===== src/rtl/up_frame_packer.sv =====
// up_frame_packer: buffers 64-bit words and serialises each one into a 12-byte uplink frame.
// Define UP_FRAME_CRC8_EN to make the check byte a CRC-8 (poly 0x07) instead of a mod-256 sum.
module up_frame_packer #(
    parameter int unsigned DEPTH = 8,
    parameter logic [7:0]  HDR0  = 8'h55,
    parameter logic [7:0]  HDR1  = 8'hAA
) (
    input  logic                   fifo_rdclk,
    input  logic                   rst_n,
    input  logic                   data_valid,
    input  logic [63:0]            up_data,
    input  logic                   tx_ready,
    output logic                   tx_valid,
    output logic [7:0]             tx_byte,
    output logic                   frame_done,
    output logic                   overflow,
    output logic [7:0]             drop_cnt,
    output logic [$clog2(DEPTH):0] fifo_level
);

    localparam int unsigned AW = $clog2(DEPTH);
    localparam int unsigned LW = AW + 1;

    typedef enum logic [2:0] {StIdle, StHdr0, StHdr1, StSeq, StPay, StChk} state_e;

    function automatic logic [7:0] chk_next(input logic [7:0] acc, input logic [7:0] b);
`ifdef UP_FRAME_CRC8_EN
        logic [7:0] r;
        r = acc ^ b;
        for (int i = 0; i < 8; i++) begin
            r = r[7] ? ((r << 1) ^ 8'h07) : (r << 1);
        end
        return r;
`else
        return acc + b;
`endif
    endfunction

    logic          in_valid_q;
    logic [63:0]   in_data_q;
    logic [63:0]   mem_q [DEPTH];
    logic [AW-1:0] wr_ptr_q, rd_ptr_q;
    logic [AW:0]   level_q, level_d;
    state_e        state_q, state_d;
    logic [63:0]   sr_q;
    logic [2:0]    idx_q;
    logic [7:0]    acc_q, seq_q, drop_q;
    logic          overflow_q;
    logic          load, accept, full, push, drop;

    assign fifo_level = level_q;
    assign drop_cnt   = drop_q;
    assign overflow   = overflow_q;

    // The word being transmitted keeps its slot until its CHK byte is accepted.
    assign full = (level_q == LW'(DEPTH));
    assign push = in_valid_q && (!full || frame_done);
    assign drop = in_valid_q && full && !frame_done;

    always_comb begin
        level_d = level_q;
        if (push && !frame_done) begin
            level_d = level_q + LW'(1);
        end else if (!push && frame_done) begin
            level_d = level_q - LW'(1);
        end
    end

    always_comb begin
        state_d  = state_q;
        load     = 1'b0;
        tx_valid = (state_q != StIdle);
        tx_byte  = 8'h00;
        accept   = tx_valid && tx_ready;
        case (state_q)
            StIdle: begin
                if (level_q != '0) begin
                    load    = 1'b1;
                    state_d = StHdr0;
                end
            end
            StHdr0: begin
                tx_byte = HDR0;
                if (accept) state_d = StHdr1;
            end
            StHdr1: begin
                tx_byte = HDR1;
                if (accept) state_d = StSeq;
            end
            StSeq: begin
                tx_byte = seq_q;
                if (accept) state_d = StPay;
            end
            StPay: begin
                tx_byte = sr_q[63:56];
                if (accept && idx_q == 3'd7) state_d = StChk;
            end
            StChk: begin
                tx_byte = acc_q;
                if (accept) state_d = StIdle;
            end
            default: state_d = StIdle;
        endcase
        frame_done = accept && (state_q == StChk);
    end

    // Input stage registers the source word before it is committed to the buffer.
    always_ff @(posedge fifo_rdclk or negedge rst_n) begin
        if (!rst_n) begin
            in_valid_q <= 1'b0;
            in_data_q  <= 64'h0;
        end else begin
            in_valid_q <= data_valid;
            in_data_q  <= up_data;
        end
    end

    always_ff @(posedge fifo_rdclk) begin
        if (push) mem_q[wr_ptr_q] <= in_data_q;
    end

    always_ff @(posedge fifo_rdclk or negedge rst_n) begin
        if (!rst_n) begin
            wr_ptr_q   <= '0;
            rd_ptr_q   <= '0;
            level_q    <= '0;
            overflow_q <= 1'b0;
            drop_q     <= 8'h00;
        end else begin
            level_q    <= level_d;
            overflow_q <= drop;
            if (push) wr_ptr_q <= wr_ptr_q + AW'(1);
            if (frame_done) rd_ptr_q <= rd_ptr_q + AW'(1);
            if (drop && drop_q != 8'hFF) drop_q <= drop_q + 8'd1;
        end
    end

    always_ff @(posedge fifo_rdclk or negedge rst_n) begin
        if (!rst_n) begin
            state_q <= StIdle;
            sr_q    <= 64'h0;
            idx_q   <= 3'd0;
            acc_q   <= 8'h00;
            seq_q   <= 8'h00;
        end else begin
            state_q <= state_d;
            if (load) begin
                sr_q  <= mem_q[rd_ptr_q];
                idx_q <= 3'd0;
                acc_q <= 8'h00;
            end else if (accept) begin
                if (state_q == StSeq || state_q == StPay) acc_q <= chk_next(acc_q, tx_byte);
                if (state_q == StPay) begin
                    sr_q  <= {sr_q[55:0], 8'h00};
                    idx_q <= idx_q + 3'd1;
                end
            end
            if (frame_done) seq_q <= seq_q + 8'd1;
        end
    end

endmodule

===== config.mk =====
export PLATFORM = sky130hd
export DESIGN_NAME = up_frame_packer
export DESIGN_NICKNAME = d
export VERILOG_FILES = /design/src/rtl/up_frame_packer.sv
export SDC_FILE = /design/constraint.sdc
export NUM_CORES = 1
export LEC_CHECK = 0
export ABC_AREA = 1
export BUFFER_PORTS_ARGS = -buffer_cell sky130_fd_sc_hd__buf_2
export CORE_MARGIN = 3
export CORE_UTILIZATION = 60
export CTS_CLUSTER_DIAMETER = 40
export DETAILED_ROUTE_END_ITERATION = 7
export PLACE_DENSITY = 0.77
export SYNTH_ARGS = -nofsm -noshare
export SYNTH_HDL_FRONTEND = slang
export SYNTH_SLANG_ARGS = --single-unit

===== constraint.sdc =====
create_clock -name fifo_rdclk -period 5.8 [get_ports fifo_rdclk]
set_input_delay 1.16 -clock fifo_rdclk [delete_from_list [all_inputs] [get_ports fifo_rdclk]]
set_output_delay 1.16 -clock fifo_rdclk [all_outputs]
set_load 0.01 [all_outputs]

# After elaboration in Yosys (flattened, before gate mapping)

Memory sizes are Yosys's and may differ from the RTL's.
Cells that the tools add are included.

Mux-type cells: 23
Equality and inequality tests: 14
Reductions and logical operators: 24
$add $sub $neg: 8

Operator list:

| kind                                             | count |
|---|---|
| two-way mux 64 bit                               | 3 |
| case mux 8 bit (5 select lines)                  | 1 |
| two-way mux 3 bit                                | 9 |
| two-way mux 8 bit                                | 3 |
| case mux 3 bit (6 select lines)                  | 1 |
| adder 8 x 1 -> 8 bit, second input constant      | 2 |
| inequality test 2 bit, second input constant     | 6 |
| adder 3 x 1 -> 3 bit, second input constant      | 3 |
| == test 3 bit, second input constant             | 3 |
| logical AND 1 bit                                | 9 |
| adder 8 bit                                      | 1 |
| two-way mux 4 bit                                | 2 |
| inequality test 8 bit, second input constant     | 1 |
| nonzero test 2 bit                               | 4 |
| == test 3 x 2 -> 1 bit, second input constant    | 2 |
| AND reduction 6 bit                              | 1 |
| adder 4 x 1 -> 4 bit, second input constant      | 1 |
| == test 4 bit, second input constant             | 1 |
| two-way mux 1 bit                                | 4 |
| AND reduction 2 bit                              | 2 |
| nonzero test 4 bit                               | 1 |
| subtractor 4 x 1 -> 4 bit, second input constant | 1 |
| == test 3 x 1 -> 1 bit, second input constant    | 1 |
| zero test 1 bit                                  | 3 |
| other kinds (3)                                  | 4 |

Output and inout port bits: 23
Register bits: 170
Bits of input ports: 68
Memories: 1
Word-level logic and storage cells: 82
Memory bits (writable): 512

Memory list:

| name  | words | width | rd ports | clocked after memory_dff | wr ports | line | RTL |
|---|---|---|---|---|---|---|---|
| mem_q | 8     | 64    | 1        | 0                        | 1        | 41   | `logic [63:0] mem_q [DEPTH];` |

# Longest topological paths before layout

Gate-level depths: netlist (run 1).

Depth after elaboration: 9
Depth in mapped cells: 18

# Worst setup path before layout (run 1)

No wires, ideal clock.

Path kind: input -> register
Start point: input port tx_ready
End point: memory mem_q[0][0], enable pin
Setup time: 486 ps
Buffers on the path: 1
Required time: 5314 ps
Setup slack: 786 ps
Stages: 6
Arrival time: 4528 ps
Path through: buf_2 nand2_4 nand2_4 nand2_2 or2_4 nor2_1

Word-level cells in the longest chain between the ends: 6

RTL lines:

| element                                 | line | RTL |
|---|---|---|
| from (decl)                             | 12   | `input logic tx_ready,` |
| logical AND 1 bit                       | 74   | `accept = tx_valid && tx_ready;` |
| logical AND 1 bit                       | 104  | `frame_done = accept && (state_q == StChk);` |
| logical OR 1 bit                        | 57   | `assign push = in_valid_q && (!full \|\| frame_done);` |
| logical AND 1 bit                       | 57   |  |
| two-way mux 1 bit                       | 119  | `if (push) mem_q[wr_ptr_q] <= in_data_q;` |
| two-way mux 1 bit (implied by the code) | 119  |  |
| to (decl)                               | 41   |  |

No other way between the ends.

# Final worst setup path (run 1)

Start point: register state_q[2]
End point: output port tx_byte[1]

Word-level cells in the longest chain between the ends: 2
Elaborated cells on any way between the ends: 6

RTL lines:

| element                               | line | RTL |
|---|---|---|
| from (decl)                           | 44   | `state_e state_q, state_d;` |
| from (signal assigned)                | 140  | `state_q <= StIdle;` |
| from (signal assigned)                | 146  | `state_q <= state_d;` |
| == test 3 bit (tied with other cells) | 75   | `case (state_q)` |
| case mux 8 bit (5 select lines) *     | 75   |  |
| to (decl)                             | 14   | `output logic [7:0] tx_byte,` |

Mark *: on every way between the ends. The rest lies on a longest branch, timed or not.

==> flow_summary.yaml, run 1 <==
setup_path:
  max_stage_delay_ns: 0.58
  critPathCaptureType: "output pin"
  start_kind: "flop"
  crit_type: "reg -> out"
  crit_chain: "inv_6, nor2_8, nand2_1, o211ai_1, buf_2"
  crit_arrival_ns: 2.23
  worstPathMaxFanout: 30
  reg2reg_slack_ns: 2.63
  critPathRequiredTime_ns: 4.64
  slowest_stage: "dfrtp_1"
yosys:
  synth_seq_area_share_pct: 72.9
  synth_area_leaders: "edfxtp_1 57%, dfrtp_1 16%, nor2_1 5.0%"
  synthCells: 2156
  synth_cell_types: 38
  yosysTopAreaCell: "edfxtp_1"
  avgSynthCellArea_um2: 12.5
  syn_nets: 2242
  synth-async-reset-ratio_pct: 24.9
  ys_seq_elements: 682
  synth_edf_count: 512
  synth-warning-count: 0
  synthesis.area_um2: 26900
  ys.flop_type: "edfxtp_1"
  synth_top_area_share_pct: 57.1
global_routing:
  antenna_found_initial: 0
  grt_pass1_vias: 16900
  top_usage_layer: "met2"
  grt_pass1_wl_mm: 91.3
  grt_util_met1_pct: 33.8
  track_usage_pct: 24.7
  grt_max_degree: 153
  overflow: 0
  use_met3_pct: 4.51
  use_met2_pct: 40.3
placement:
  dpl_cell_area_um2: 27600
  io_buffers: 90
  hpwl_mm: 31.3
  finalWeightedCongestion: 0.825
timing:
  fin_skew_ns: 0.0184
  rsz0062_at_grt: "false"
  fin_crit_ns: 3.39
  tightest_slew_ns: 1.16
  finalHoldViolations: 0
  drv_slew: 0
  holdWs_ns: 0.491
  fmax_mhz: 295
  finalCritPeriodShare_pct: 58.4
  setup_viol: 0
  relSlewSlack_pct: 22.4
  tns_ns: 0
routing:
  ant_nets: 0
  num_vias: 17000
  routed_via_density: 5.91
  drt_wl_total_mm: 57.7
  first_iter_violations: 1973
  drt-wirelength-per-cell_um: 20.0
  drc: 0
  drt_first_pass_iters: 6
finish:
  fillers: 2877
  drive_gt1_share_pct: 12.6
  fin_area_um2: 30300
  diodes: 0
  regArea_um2: 19600
  multiInputGateArea_um2: 6310
  layout.nets: 2312
  syn2layout_area_growth_pct: 12.7
cts:
  clkLatencyLatePin_ns: 0.59
  tritoncts_num_sinks: 682
  postCtsHoldBufs: 0
  cts_buffers: 81
  cts_tree: "done"
  cts-resized-gates: 0
  cts_buffer_depth: 3
  clk_pin_slew_ns: 0.06
  cts_max_level: 3
  clockRootBuffer: "clkbuf_16"
  post_cts_buffers: 0
min_path:
  min_path_type: "reg -> reg"
power_and_ir_drop:
  cellLeakagePower_nw: 11.3
  peakVddDrop_mv: 0.451
  powerDensity_nw_per_um2: 541
flow_run:
  maxCapViolCount: 0
status:
  outcome: "complete, no violations"
floorplanning:
  start_util_pct: 61.7
  die_area_um2: 47400
  die_w_um: 218
  top_level_ports: 91
  fp-row-count: 76
  fp.coreArea_um2: 43600
  die_y_um: 218
per-stage QoR:
stage          setup WS [ns]  utilization [%]  total power [mW]  std cells
5_1_grt                 2.27             69.5              17.3       2878
6_report                2.41             69.5              16.4       2878
3_5_place_dp            1.89             63.2              11.4       2728
4_1_cts                 2.40             69.5              16.5       2878
2_1_floorplan          0.786                -              10.2       2156
3_3_place_gp            1.97             63.2              11.2       2728
placed cells by master, fill, tap and decap left out, types with 4 or more instances in the layout:
cell type,count
clkinvlp_4,4
inv_6,13
inv_2,10
xor2_1,14
inv_1,65
o22ai_1,35
o21ai_0,210
clkbuf_8,4
nand3_1,79
inv_8,4
nor2_4,14
edfxtp_1,512
a21oi_1,49
clkinv_4,8
clkbuf_1,16
xnor2_1,6
clkbuf_16,86
ha_1,16
o211ai_1,102
nand4_1,7
dfrtp_1,167
nand2_4,6
bufinv_16,6
buf_2,89
clkinv_2,10
nor2_1,354
o221ai_1,4
nand2_1,292
buf_4,17
o21ai_1,67
metal layers:
| layer | vias to the layer above | wire length (um) |
|---|---|---|
| li1 | 7791 | - |
| met4 | 0 | 1490 |
| met2 | 773 | 28300 |
| met3 | 127 | 4580 |
| met5 | - | 0 |
| met1 | 8308 | 23300 |
cells in the mapped netlist, types with 35 or more instances:
cell      instances
nand2_1         292
nor2_1          362
buf_2            38
o211ai_1        102
dfrtp_1         170
inv_1            67
o21ai_1          67
clkbuf_1         39
a21oi_1          49
o22ai_1          35
nand3_1          79
edfxtp_1        512
o21ai_0         210
cell families after synthesis:
kind of cell	after synthesis	share of synthesized area, %
xor+xnor	20	0.651
simple gates	763	11.6
buf+inv	199	3.84
flops	682	72.9
fa+ha+maj	18	0.893
compound gates	474	10.1
sequential cells by signal (all words and copies together) (netlist names):
name,flops
acc_q,8
drop_cnt,8
fifo_level,4
idx_q,3
in_data_q,64
in_valid_q,1
mem_q,512
overflow,1
rd_ptr_q,3
seq_q,8
sr_q,64
state_q,3
wr_ptr_q,3
worst paths after layout:
check / depth (start not counted) / from / endpoint
worst max-delay path: 5 / state_q[2] / tx_byte[1]
worst min-delay path: 2 / sr_q[7] / sr_q[7]
worst max register to register: 6 / rd_ptr_q[0] / sr_q[34]
worst min register to register: 2 / sr_q[7] / sr_q[7]
max in group asynchronous: 2 / rst_n / in_data_q[45]
min in group asynchronous: 1 / rst_n / in_valid_q
power breakdown:
group          switching, mW  internal (mW)
registers              0.554           6.19
clock network           1.97           3.06
logic                   3.26           1.38
total                   5.78           10.6
layout make-up:
cell class	instances	share of cell area (%)
clock buffer	105	7.43
sequential	682	64.7
clock inverter	45	1.58
multi-input combinational	1275	20.8
tap	585	2.41
timing repair buffer	109	2.07
inverter	77	0.986
critical path: cells and delay by family, from the launching register on:
family / cells / cell delay [ns]
AO/OA/AOI/OAI: 1 / 0.24
buffers and inverters: 2 / 0.32
flip-flops: 1 / 0.58
AND/OR/NAND/NOR: 2 / 0.50
Note: power is estimated with default switching activity, not from simulation.
==> inputs of run 2 (changes only) <==
--- a/config.mk
+++ b/config.mk
@@ -8,10 +8,10 @@
 export ABC_AREA = 1
 export BUFFER_PORTS_ARGS = -buffer_cell sky130_fd_sc_hd__buf_2
 export CORE_MARGIN = 3
-export CORE_UTILIZATION = 60
+export CORE_UTILIZATION = 56
 export CTS_CLUSTER_DIAMETER = 40
 export DETAILED_ROUTE_END_ITERATION = 7
-export PLACE_DENSITY = 0.77
+export PLACE_DENSITY = 0.76
 export SYNTH_ARGS = -nofsm -noshare
 export SYNTH_HDL_FRONTEND = slang
 export SYNTH_SLANG_ARGS = --single-unit
==> constraint.sdc (replaced) <==
create_clock -name fifo_rdclk -period 2.91 [get_ports fifo_rdclk]
set_input_delay 0.582 -clock fifo_rdclk [delete_from_list [all_inputs] [get_ports fifo_rdclk]]
set_output_delay 0.582 -clock fifo_rdclk [all_outputs]
set_load 0.01 [all_outputs]
==> flow_summary.yaml, run 2 (synthesis gave the netlist of run 1 again) <==
status:
  outcome: "complete, no violations"
finish:
  final_cells: 2937
  top_regs: "mem_q: 512 flops, in_data_q: 64 flops, sr_q: 64 flops"
  regMostFlops: "mem_q"
  layout_common_cells: "512 x edfxtp_1, 354 x nor2_1, 292 x nand2_1"
  utilization_pct: 66.1
  fillers: 3251
  largest_reg_flops: 512
  diodes: 0
  drive_gt1_share_pct: 14.0
  layout.nets: 2342
  syn2layout_area_growth_pct: 15.5
  regArea_um2: 19600
  final_common_cell: "edfxtp_1"
  multiInputGateArea_um2: 6310
routing:
  drc: 0
  routed_via_density: 5.84
  first_iter_violations: 1855
  drt-wirelength-per-cell_um: 20.7
  drt_wl_total_mm: 60.8
  drt_first_pass_iters: 5
  ant_nets: 0
  num_vias: 17100
cts:
  cts_max_level: 3
  clk_pin_slew_ns: 0.06
  clkLatencyLatePin_ns: 0.63
  cts_tree: "done"
  clockRootBuffer: "clkbuf_16"
  cts_buffer_depth: 3
  tritoncts_num_sinks: 682
  cts_buffers: 86
  post_cts_buffers: 0
  cts-resized-gates: 0
setup_path:
  max_stage_delay_ns: 0.51
  crit_chain: "inv_6, nand2_1, nor2_1, inv_1, o211ai_1, buf_2"
  start_kind: "flop"
  critPathTopFamily: "flip-flops"
  cp.buffers_inverters: 3
  crit_type: "reg -> out"
  critPathCaptureType: "output pin"
  crit_start: "state_q[2]"
  rr_endpoint: "fifo_level[3]"
  timing.rr.start: "state_q[2]"
  crit_arrival_ns: 2.15
  critPathRequiredTime_ns: 2.33
  r2r_cells: 14
  reg2reg_slack_ns: 0.23
  worstPathMaxFanout: 8
  slowest_stage: "dfrtp_1"
power_and_ir_drop:
  cellLeakagePower_nw: 11.6
  peakVddDrop_mv: 0.595
  clockPowerShare_pct: 31.9
  seqPwrFrac_pct: 38.8
  powerDensity_nw_per_um2: 1100
  switching_share_pct: 35.3
  netSwitchingPower_mw: 12.0
  p_int_mw: 22.1
  p_comb_share_pct: 29.2
timing:
  tightest_slew_ns: 0.654
  finalCritPeriodShare_pct: 93.9
  fin_skew_ns: 0.0361
  holdWs_ns: 0.0518
  fin_crit_ns: 2.73
  rsz0062_at_grt: "false"
  relSlewSlack_pct: 56.3
  finalHoldViolations: 0
  drv_slew: 0
  setup_viol: 0
  fmax_mhz: 366
min_path:
  hold_end: "in_data_q[32]"
  min_path_type: "in -> reg"
  worstHoldStart: "up_data[32]"
  hold-path-cell-count: 1
global_routing:
  grt_max_degree: 99
  antenna_found_initial: 0
  track_usage_pct: 24.4
  grt_pass1_wl_mm: 95.6
  overflow: 0
  grt_pass1_vias: 17200
floorplanning:
  fp-row-count: 79
  top_level_ports: 91
  fp.coreArea_um2: 47100
  die_area_um2: 50700
  start_util_pct: 57.2
  die_y_um: 225
  die_w_um: 225
placement:
  dp.cells: 2774
  hpwl_mm: 34.0
  finalWeightedCongestion: 0.848
  io_buffers: 90
flow_run:
  maxCapViolCount: 0
## run 2: cell types whose count changed in the layout (fill, tap and decap cells not counted), sizes merged, moves of 3 or more
| cell | change |
|---|---|
| inv | -4 |
| clkinv | +3 |
| buf | +24 |
| bufinv | +3 |
| clkinvlp | +6 |
| clkbuf | +4 |
## run 2: worst max-delay path by stage
stage | slack (ns) | to | cells after the start
after CTS | 0.17 | tx_byte[4] | 6
final | 0.18 | tx_byte[4] | 6
after detailed placement | 0.35 | fifo_level[3] | 14
after floorplan | -0.46 | mem_q[4][0] | 6
after global routing | 0.008 | tx_byte[0] | 6
after global placement | 0.44 | fifo_level[3] | 14
## run 2: worst register-to-register path, cell delays in order (launching register included)
cell	delay [ns]
dfrtp_1	0.57
inv_6	0.11
nor2_4	0.17
nand2_4	0.12
nand2_4	0.11
nand2_2	0.07
inv_2	0.09
ha_1	0.14
inv_1	0.10
ha_1	0.35
a21oi_1	0.17
nand2_1	0.09
a21oi_1	0.15
o21ai_0	0.13
xor2_1	0.16
## run 2: repair_timing
item | in CTS | in global routing
setup endpoints to repair | 0 | 0
hold buffers | 1 | 0
hold endpoints to repair | 58 | 0
## run 2: cell type report
| cell class | count | area share [%] |
|---|---|---|
| Clock inverter | 53 | 2.08 |
| Tap cell | 607 | 2.44 |
| Multi-Input combinational cell | 1275 | 20.3 |
| Sequential cell | 682 | 63.2 |
| Clock buffer | 109 | 7.63 |
| Inverter | 77 | 0.962 |
| Timing Repair Buffer | 134 | 3.43 |
## run 2: metrics by stage
step                area (um^2)  worst slack [ns]  setup TNS, ns  total power [mW]
floorplan                 26900            -0.461        -204.01              20.2
global placement          28100             0.436              0              22.8
detailed placement        28100             0.353              0              23.2
CTS                       31100             0.170              0              34.2
global route              31100           0.00802              0              35.9
finish                    31100             0.176              0              34.1
## run 2: power groups by stage
stage | clock network [mW] | logic, mW | registers (mW)
4_1_cts | 11.0 | 9.96 | 13.2
3_5_place_dp | 0 | 9.78 | 13.4
3_3_place_gp | 0 | 9.45 | 13.3
2_1_floorplan | 0 | 7.18 | 13.0
5_1_grt | 11.4 | 11.1 | 13.4
6_report | 10.9 | 9.97 | 13.2
## run 2: metal layers
metal  track usage, %  vias to the layer above  share of wire [%]
li1                 -                     7849                  -
met1             32.9                     8354                 40
met2             40.0                      785                 49
met3             4.70                      154                7.7
met4             9.61                        0                3.2
met5                0                        -                  0
